### config.mk
export PLATFORM = sky130hd
export DESIGN_NAME = counter_8bits_74169_down
export DESIGN_NICKNAME = d
export VERILOG_FILES = /design/src/rtl/counter_8bits_74169_down.sv
export SDC_FILE = /design/constraint.sdc
export NUM_CORES = 1
export LEC_CHECK = 0
export ABC_AREA = 1
export CAP_MARGIN = 20
export CORE_MARGIN = 2
export CORE_UTILIZATION = 35
export CTS_CLUSTER_SIZE = 16
export DETAILED_ROUTE_END_ITERATION = 7
export PLACE_DENSITY = 0.81
export SLEW_MARGIN = 20
export SYNTH_ARGS = -nofsm -noshare
export SYNTH_HDL_FRONTEND = slang
export SYNTH_SLANG_ARGS = --single-unit
### constraint.sdc
create_clock -name clk -period 1.3 [get_ports clk]
set_clock_uncertainty 0.05 [all_clocks]
set_input_delay 0.26 -clock clk [delete_from_list [all_inputs] [get_ports clk]]
set_output_delay 0.26 -clock clk [all_outputs]
set_load 0.01 [all_outputs]
### src/rtl/counter_8bits_74169_down.sv
// ---------------------------------------------------------------------------
// counter_8bits_74169_down
//
// Purpose:
//   An 8-bit synchronous down counter built from two cascaded 4-bit
//   74169-style down-counter slices. Typical use is as a programmable delay
//   or terminal-count timer: load N, count down to zero, then act on Borrow.
//   The load and enable interface matches the 74163-based up counter. This
//   block counts down and reports borrow where that one reports carry.
//
// Parameters:
//   RESET_VALUE  value that {Qout2,Qout1} takes on Reset
//   SLICE_WIDTH  bits per slice; only 4 is supported
//
// Ports:
//   clk     rising-edge clock
//   Reset   synchronous, active-high reset (highest priority)
//   Load_N  synchronous parallel load, active-low (ignores P and T)
//   P       parallel count enable (both slices)
//   T       trickle count enable (low slice; gates the borrow chain)
//   Din1    load data, low nibble
//   Din2    load data, high nibble
//   Qout1   count, low nibble (registered)
//   Qout2   count, high nibble (registered)
//   Borrow  active-high borrow per slice: [0] low, [1] high (combinational)
// ---------------------------------------------------------------------------

// One 4-bit down-counter slice: a state register, the decrement path and the
// borrow (RCO-equivalent) decode.
module counter_74169_slice #(
    parameter int                     SLICE_WIDTH = 4,
    parameter logic [SLICE_WIDTH-1:0] RESET_VALUE = {SLICE_WIDTH{1'b0}}
) (
    input  logic                   clk,
    input  logic                   reset,
    input  logic                   load_n,
    input  logic                   cen_p,
    input  logic                   cen_t,
    input  logic [SLICE_WIDTH-1:0] din,
    output logic [SLICE_WIDTH-1:0] q,
    output logic                   borrow
);

    localparam logic [SLICE_WIDTH-1:0] ONE_C  = {{(SLICE_WIDTH-1){1'b0}}, 1'b1};
    localparam logic [SLICE_WIDTH-1:0] ZERO_C = {SLICE_WIDTH{1'b0}};

    logic [SLICE_WIDTH-1:0] q_r;
    logic [SLICE_WIDTH-1:0] q_next_s;

    // Next-state selection, in priority order: reset, load, count, hold.
    always_comb begin
        q_next_s = q_r;
        if (reset) begin
            q_next_s = RESET_VALUE;
        end else if (!load_n) begin
            q_next_s = din;
        end else if (cen_p && cen_t) begin
            // Modulo 2^SLICE_WIDTH: zero naturally wraps to all ones.
            q_next_s = q_r - ONE_C;
        end else begin
            q_next_s = q_r;
        end
    end

    // Slice state register.
    always_ff @(posedge clk) begin
        q_r <= q_next_s;
    end

    assign q = q_r;

    // Borrow ignores cen_p, so a downstream stage can pre-decode the
    // terminal count while the count is paused.
    assign borrow = cen_t && (q_r == ZERO_C);

endmodule

// Top level: two slices with the ripple-borrow chain.
module counter_8bits_74169_down #(
    parameter logic [7:0] RESET_VALUE = 8'h00,
    parameter int         SLICE_WIDTH = 4
) (
    input  logic                   clk,
    input  logic                   Reset,
    input  logic                   Load_N,
    input  logic                   P,
    input  logic                   T,
    input  logic [SLICE_WIDTH-1:0] Din1,
    input  logic [SLICE_WIDTH-1:0] Din2,
    output logic [SLICE_WIDTH-1:0] Qout1,
    output logic [SLICE_WIDTH-1:0] Qout2,
    output logic [1:0]             Borrow
);

    logic borrow_lo_s;
    logic borrow_hi_s;

    counter_74169_slice #(
        .SLICE_WIDTH (SLICE_WIDTH),
        .RESET_VALUE (RESET_VALUE[3:0])
    ) u_slice_lo (
        .clk    (clk),
        .reset  (Reset),
        .load_n (Load_N),
        .cen_p  (P),
        .cen_t  (T),
        .din    (Din1),
        .q      (Qout1),
        .borrow (borrow_lo_s)
    );

    // The high slice's trickle enable is the low slice's borrow. Both slices
    // therefore update on the same edge when the low nibble wraps (0x30 -> 0x2F).
    counter_74169_slice #(
        .SLICE_WIDTH (SLICE_WIDTH),
        .RESET_VALUE (RESET_VALUE[7:4])
    ) u_slice_hi (
        .clk    (clk),
        .reset  (Reset),
        .load_n (Load_N),
        .cen_p  (P),
        .cen_t  (borrow_lo_s),
        .din    (Din2),
        .q      (Qout2),
        .borrow (borrow_hi_s)
    );

    assign Borrow = {borrow_hi_s, borrow_lo_s};

endmodule

==> results.rst <==
.. list-table::
   :header-rows: 1

   * - Metric
     - Value
   * - Most area-consuming cells after synthesis
     - sky130_fd_sc_hd__dfxtp_1 (29%), sky130_fd_sc_hd__nand2_1 (13%), sky130_fd_sc_hd__ha_1 (8.9%)
   * - Violation count after the first detailed-route iteration
     - 8
   * - Total of endpoints with negative setup slack in the final report
     - 3
   * - Total detailed-routing wirelength
     - ~1500 um
   * - Critical path origin
     - u_slice_lo.q[0]
   * - Total via count in the routed design
     - roughly 630
   * - Clock Tree Root
     - sky130_fd_sc_hd__clkbuf_4
   * - Largest net degree at the start of global routing
     - 9
   * - Number of diodes added for antenna fixing
     - 0
   * - Max-cap violation count
     - 0
   * - Leakage power
     - 0.475 nW
   * - Cell mode on critical path
     - sky130_fd_sc_hd__nand2_2
   * - Post-synthesis cell count
     - 81
   * - Area of the placeable core
     - ~1500 um2
   * - Violations in the final reports
     - negative setup slack
   * - Max Buffers Root-to-Sink
     - 2
   * - Data arrival time at the worst-slack endpoint
     - roughly 1.2 ns
   * - Number of flops mapped to enable cells by yosys
     - 0
   * - Final weighted congestion in routability-driven placement
     - between 0.8 and 0.9
   * - Clk pwr share
     - 0.258
   * - Post-route fraction of the period consumed by the critical path
     - 1.19
   * - Global-route wire length before repair
     - roughly 2300 um
   * - Post-Place Cell Area
     - 927 um2
   * - Most used flip-flop cell after synthesis
     - sky130_fd_sc_hd__dfxtp_1
   * - Clock tree from TritonCTS
     - built
   * - Net count, final
     - around 140
   * - Most numerous cell in the Yosys netlist
     - sky130_fd_sc_hd__nand2_1
   * - Post-synth top cells
     - sky130_fd_sc_hd__nand2_1 (19), sky130_fd_sc_hd__inv_1 (10), sky130_fd_sc_hd__dfxtp_1 (8), sky130_fd_sc_hd__nor2_1 (7), sky130_fd_sc_hd__a21oi_1 (5)
   * - Post-DR wirelength/cell
     - approximately 11 um
   * - Die Y-Extent
     - between 40 and 50 um
   * - Switching pwr
     - approximately 0.25 mW
   * - Worst-path clk slew
     - 0.06 ns
   * - DRT antenna net count
     - 0
   * - Avg Vias per Cell
     - around 4.6
   * - Fraction of the yosys area taken by sequential cells
     - 0.286
   * - Via count of the first global-routing pass
     - between 500 and 600
   * - Global-route usage over all layers
     - 0.165
   * - Count of different cell masters after synthesis
     - 22
   * - Top cell type's share of synthesized area
     - 0.286
   * - Area enclosed by the die boundary
     - between 1500 and 2000 um2
   * - WS Path Type
     - flip-flop to output pin
   * - Filler Cells Inserted
     - 143
   * - Syn avg cell area
     - around 6.9 um2
   * - Slew @ Worst Pin
     - around 0.28 ns
   * - Clock sink count
     - 8
   * - Final hold viol count
     - 0
   * - Number of top-level pins
     - 23
   * - Startpoint of the worst register-to-register path
     - u_slice_lo.q[0]
   * - Hold Slack
     - 0.500 ns
   * - Final standard cell area without fillers
     - around 1000 um2
   * - Share of total power in sequential cells
     - 0.356
   * - Internal power
     - approximately 0.55 mW
   * - Cell area after technology mapping
     - around 560 um2
   * - Final worst-path setup slack
     - -0.242 ns
   * - Placement Rows
     - 14
   * - IR drop worst, VDD
     - between 400 and 500 uV
   * - Final Max Slew Viols
     - 0
   * - Minimum clock period after layout
     - about 1.5 ns
   * - Total iterations of the first detailed-routing run
     - 4
   * - Post-synthesis to final-layout area growth
     - 73.8%
   * - Number of antenna violations at the first check in global routing
     - 0
   * - Startpoint type of the worst setup path
     - flip-flop
   * - Part of the total power dissipated in combinational logic
     - 0.386
   * - Crit end category
     - output pin
   * - HPWL reported at the end of detailed placement
     - approximately 1200 um
   * - Hold Crit Class
     - flip-flop to flip-flop
   * - RSZ-0062 raised after global routing
     - true
   * - Sw frac
     - 0.312
   * - Highest attainable clock frequency
     - ~650 MHz
   * - Required time worst endpoint
     - 0.99 ns
   * - IO buf count
     - 22
   * - Yosys reg bits
     - 8
   * - Largest area contributor in the synthesized netlist
     - sky130_fd_sc_hd__dfxtp_1
   * - Die outline width
     - ~44 um
   * - FFs w/ async S/R, synth
     - 0
   * - Starting Density
     - 0.371
   * - Share of layout cells above drive strength 1
     - 0.405
   * - Post-synth net total
     - 98
   * - Power density relative to cell area
     - slightly above 800 nW/um2
   * - Min-delay src
     - u_slice_hi.q[0]
   * - CP Cell Sequence
     - inv_4 > ha_4 > nand2_2 > inv_2 > nand2_2 > nor4_2 > buf_2
   * - Number of buffers created by CTS
     - 3
   * - Grt ovf
     - 0
   * - Deepest level of the CTS H-tree
     - 1
   * - Status
     - finished with violations
   * - Total DRC errors in the routed layout
     - 0
   * - Crit path max fanout
     - 2
   * - Warnings, synthesis
     - 0
   * - Cell with the biggest individual delay on the critical path
     - sky130_fd_sc_hd__dfxtp_4
   * - Relative slew slack
     - 0.812
   * - Critical Path Max Stage Delay
     - 0.35 ns
   * - Insertion delay of the later-clocked pin in the worst-skew pair
     - 0.25 ns
==> sequential cells by signal (all words and copies together), names as in the netlist <==
signal	cells
u_slice_hi.q	4
u_slice_lo.q	4
==> cell families (layout without fill, tap and decap cells) <==
family | Yosys count | count (layout) | share of synthesized area
buf+inv | 16 | 56 | 0.128
fa+ha+maj | 4 | 4 | 0.0895
xor+xnor | 2 | 2 | 0.0313
compound gates | 11 | 11 | 0.103
flops | 8 | 8 | 0.286
simple gates | 40 | 40 | 0.362
==> power by group through the flow <==
stage	clock network [mW]	registers [mW]	logic, mW
3_3_place_gp	0	0.284	0.302
2_1_floorplan	0	0.300	0.130
4_1_cts	0.214	0.283	0.308
6_report	0.206	0.284	0.308
5_1_grt	0.224	0.287	0.343
3_5_place_dp	0	0.285	0.309
==> cell usage in the layout, fill, tap and decap left out, types with 2 or more instances in the layout <==
master,Yosys,routed
sky130_fd_sc_hd__dfxtp_1,8,2
sky130_fd_sc_hd__clkbuf_2,0,2
sky130_fd_sc_hd__ha_4,0,2
sky130_fd_sc_hd__clkbuf_4,0,3
sky130_fd_sc_hd__clkdlybuf4s50_1,0,12
sky130_fd_sc_hd__o21ai_0,4,4
sky130_fd_sc_hd__dfxtp_2,0,5
sky130_fd_sc_hd__ha_1,4,2
sky130_fd_sc_hd__inv_2,3,5
sky130_fd_sc_hd__nor2_1,7,7
sky130_fd_sc_hd__clkdlybuf4s15_1,0,5
sky130_fd_sc_hd__nand2_1,19,16
sky130_fd_sc_hd__nand3_1,4,4
sky130_fd_sc_hd__nand2_2,1,4
sky130_fd_sc_hd__buf_2,0,2
sky130_fd_sc_hd__a21oi_1,5,4
sky130_fd_sc_hd__buf_4,3,17
sky130_fd_sc_hd__nor3_1,2,2
sky130_fd_sc_hd__inv_1,10,7
sky130_fd_sc_hd__nand3b_1,2,2
==> area by class of cell <==
class	count	area, um2	area share
sequential	8	170	0.175
timing repair buffer	39	330	0.340
clock buffer	4	26.3	0.0270
multi-input combinational	57	374	0.385
tap	16	20.0	0.0206
inverter	13	51.3	0.0528
==> per-stage QoR <==
step	power [mW]	util	instances	setup TNS, ns	setup slack (ns)
2_1_floorplan	0.431	-	81	-0.0666	-0.0666
3_3_place_gp	0.585	0.615	133	-2.24	-0.708
3_5_place_dp	0.594	0.615	133	-2.52	-0.760
4_1_cts	0.805	0.644	139	-0.757	-0.257
5_1_grt	0.854	0.645	137	-0.689	-0.306
6_report	0.798	0.645	137	-0.361	-0.242
==> critical path, delay by kind of cell (launching register included) <==
family	cells	cell delay (ns)
fa+ha+maj	1	0.12
buf+inv	3	0.28
flops	1	0.35
simple gates	3	0.23
==> final timing paths <==
path	cells after the start	slack, ns	to
worst max-delay path	7	-0.24	Borrow[1]
worst min-delay path	2	0.50	u_slice_hi.q[0]
worst max register to register	9	0	u_slice_hi.q[2]
worst min register to register	2	0.50	u_slice_hi.q[0]
==> timing repair <==
| action | in CTS | in global routing |
|---|---|---|
| setup buffers | 2 | 1 |
| resized for setup | 25 | 13 |
| pin swaps | 3 | 6 |
| hold buffers | 0 | 0 |
| setup endpoints to repair | 11 | 15 |
==> routing by layer <==
| metal | wire (um) | up-vias | global-route usage |
|---|---|---|---|
| met3 | 54 | 4 | 0.0125 |
| met1 | 623 | 274 | 0.200 |
| li1 | - | 337 | - |
| met4 | 34 | 0 | 0.0909 |
| met2 | 778 | 17 | 0.285 |
| met5 | 0 | - | 0 |
No activity file was read; power rests on OpenSTA's default activity.
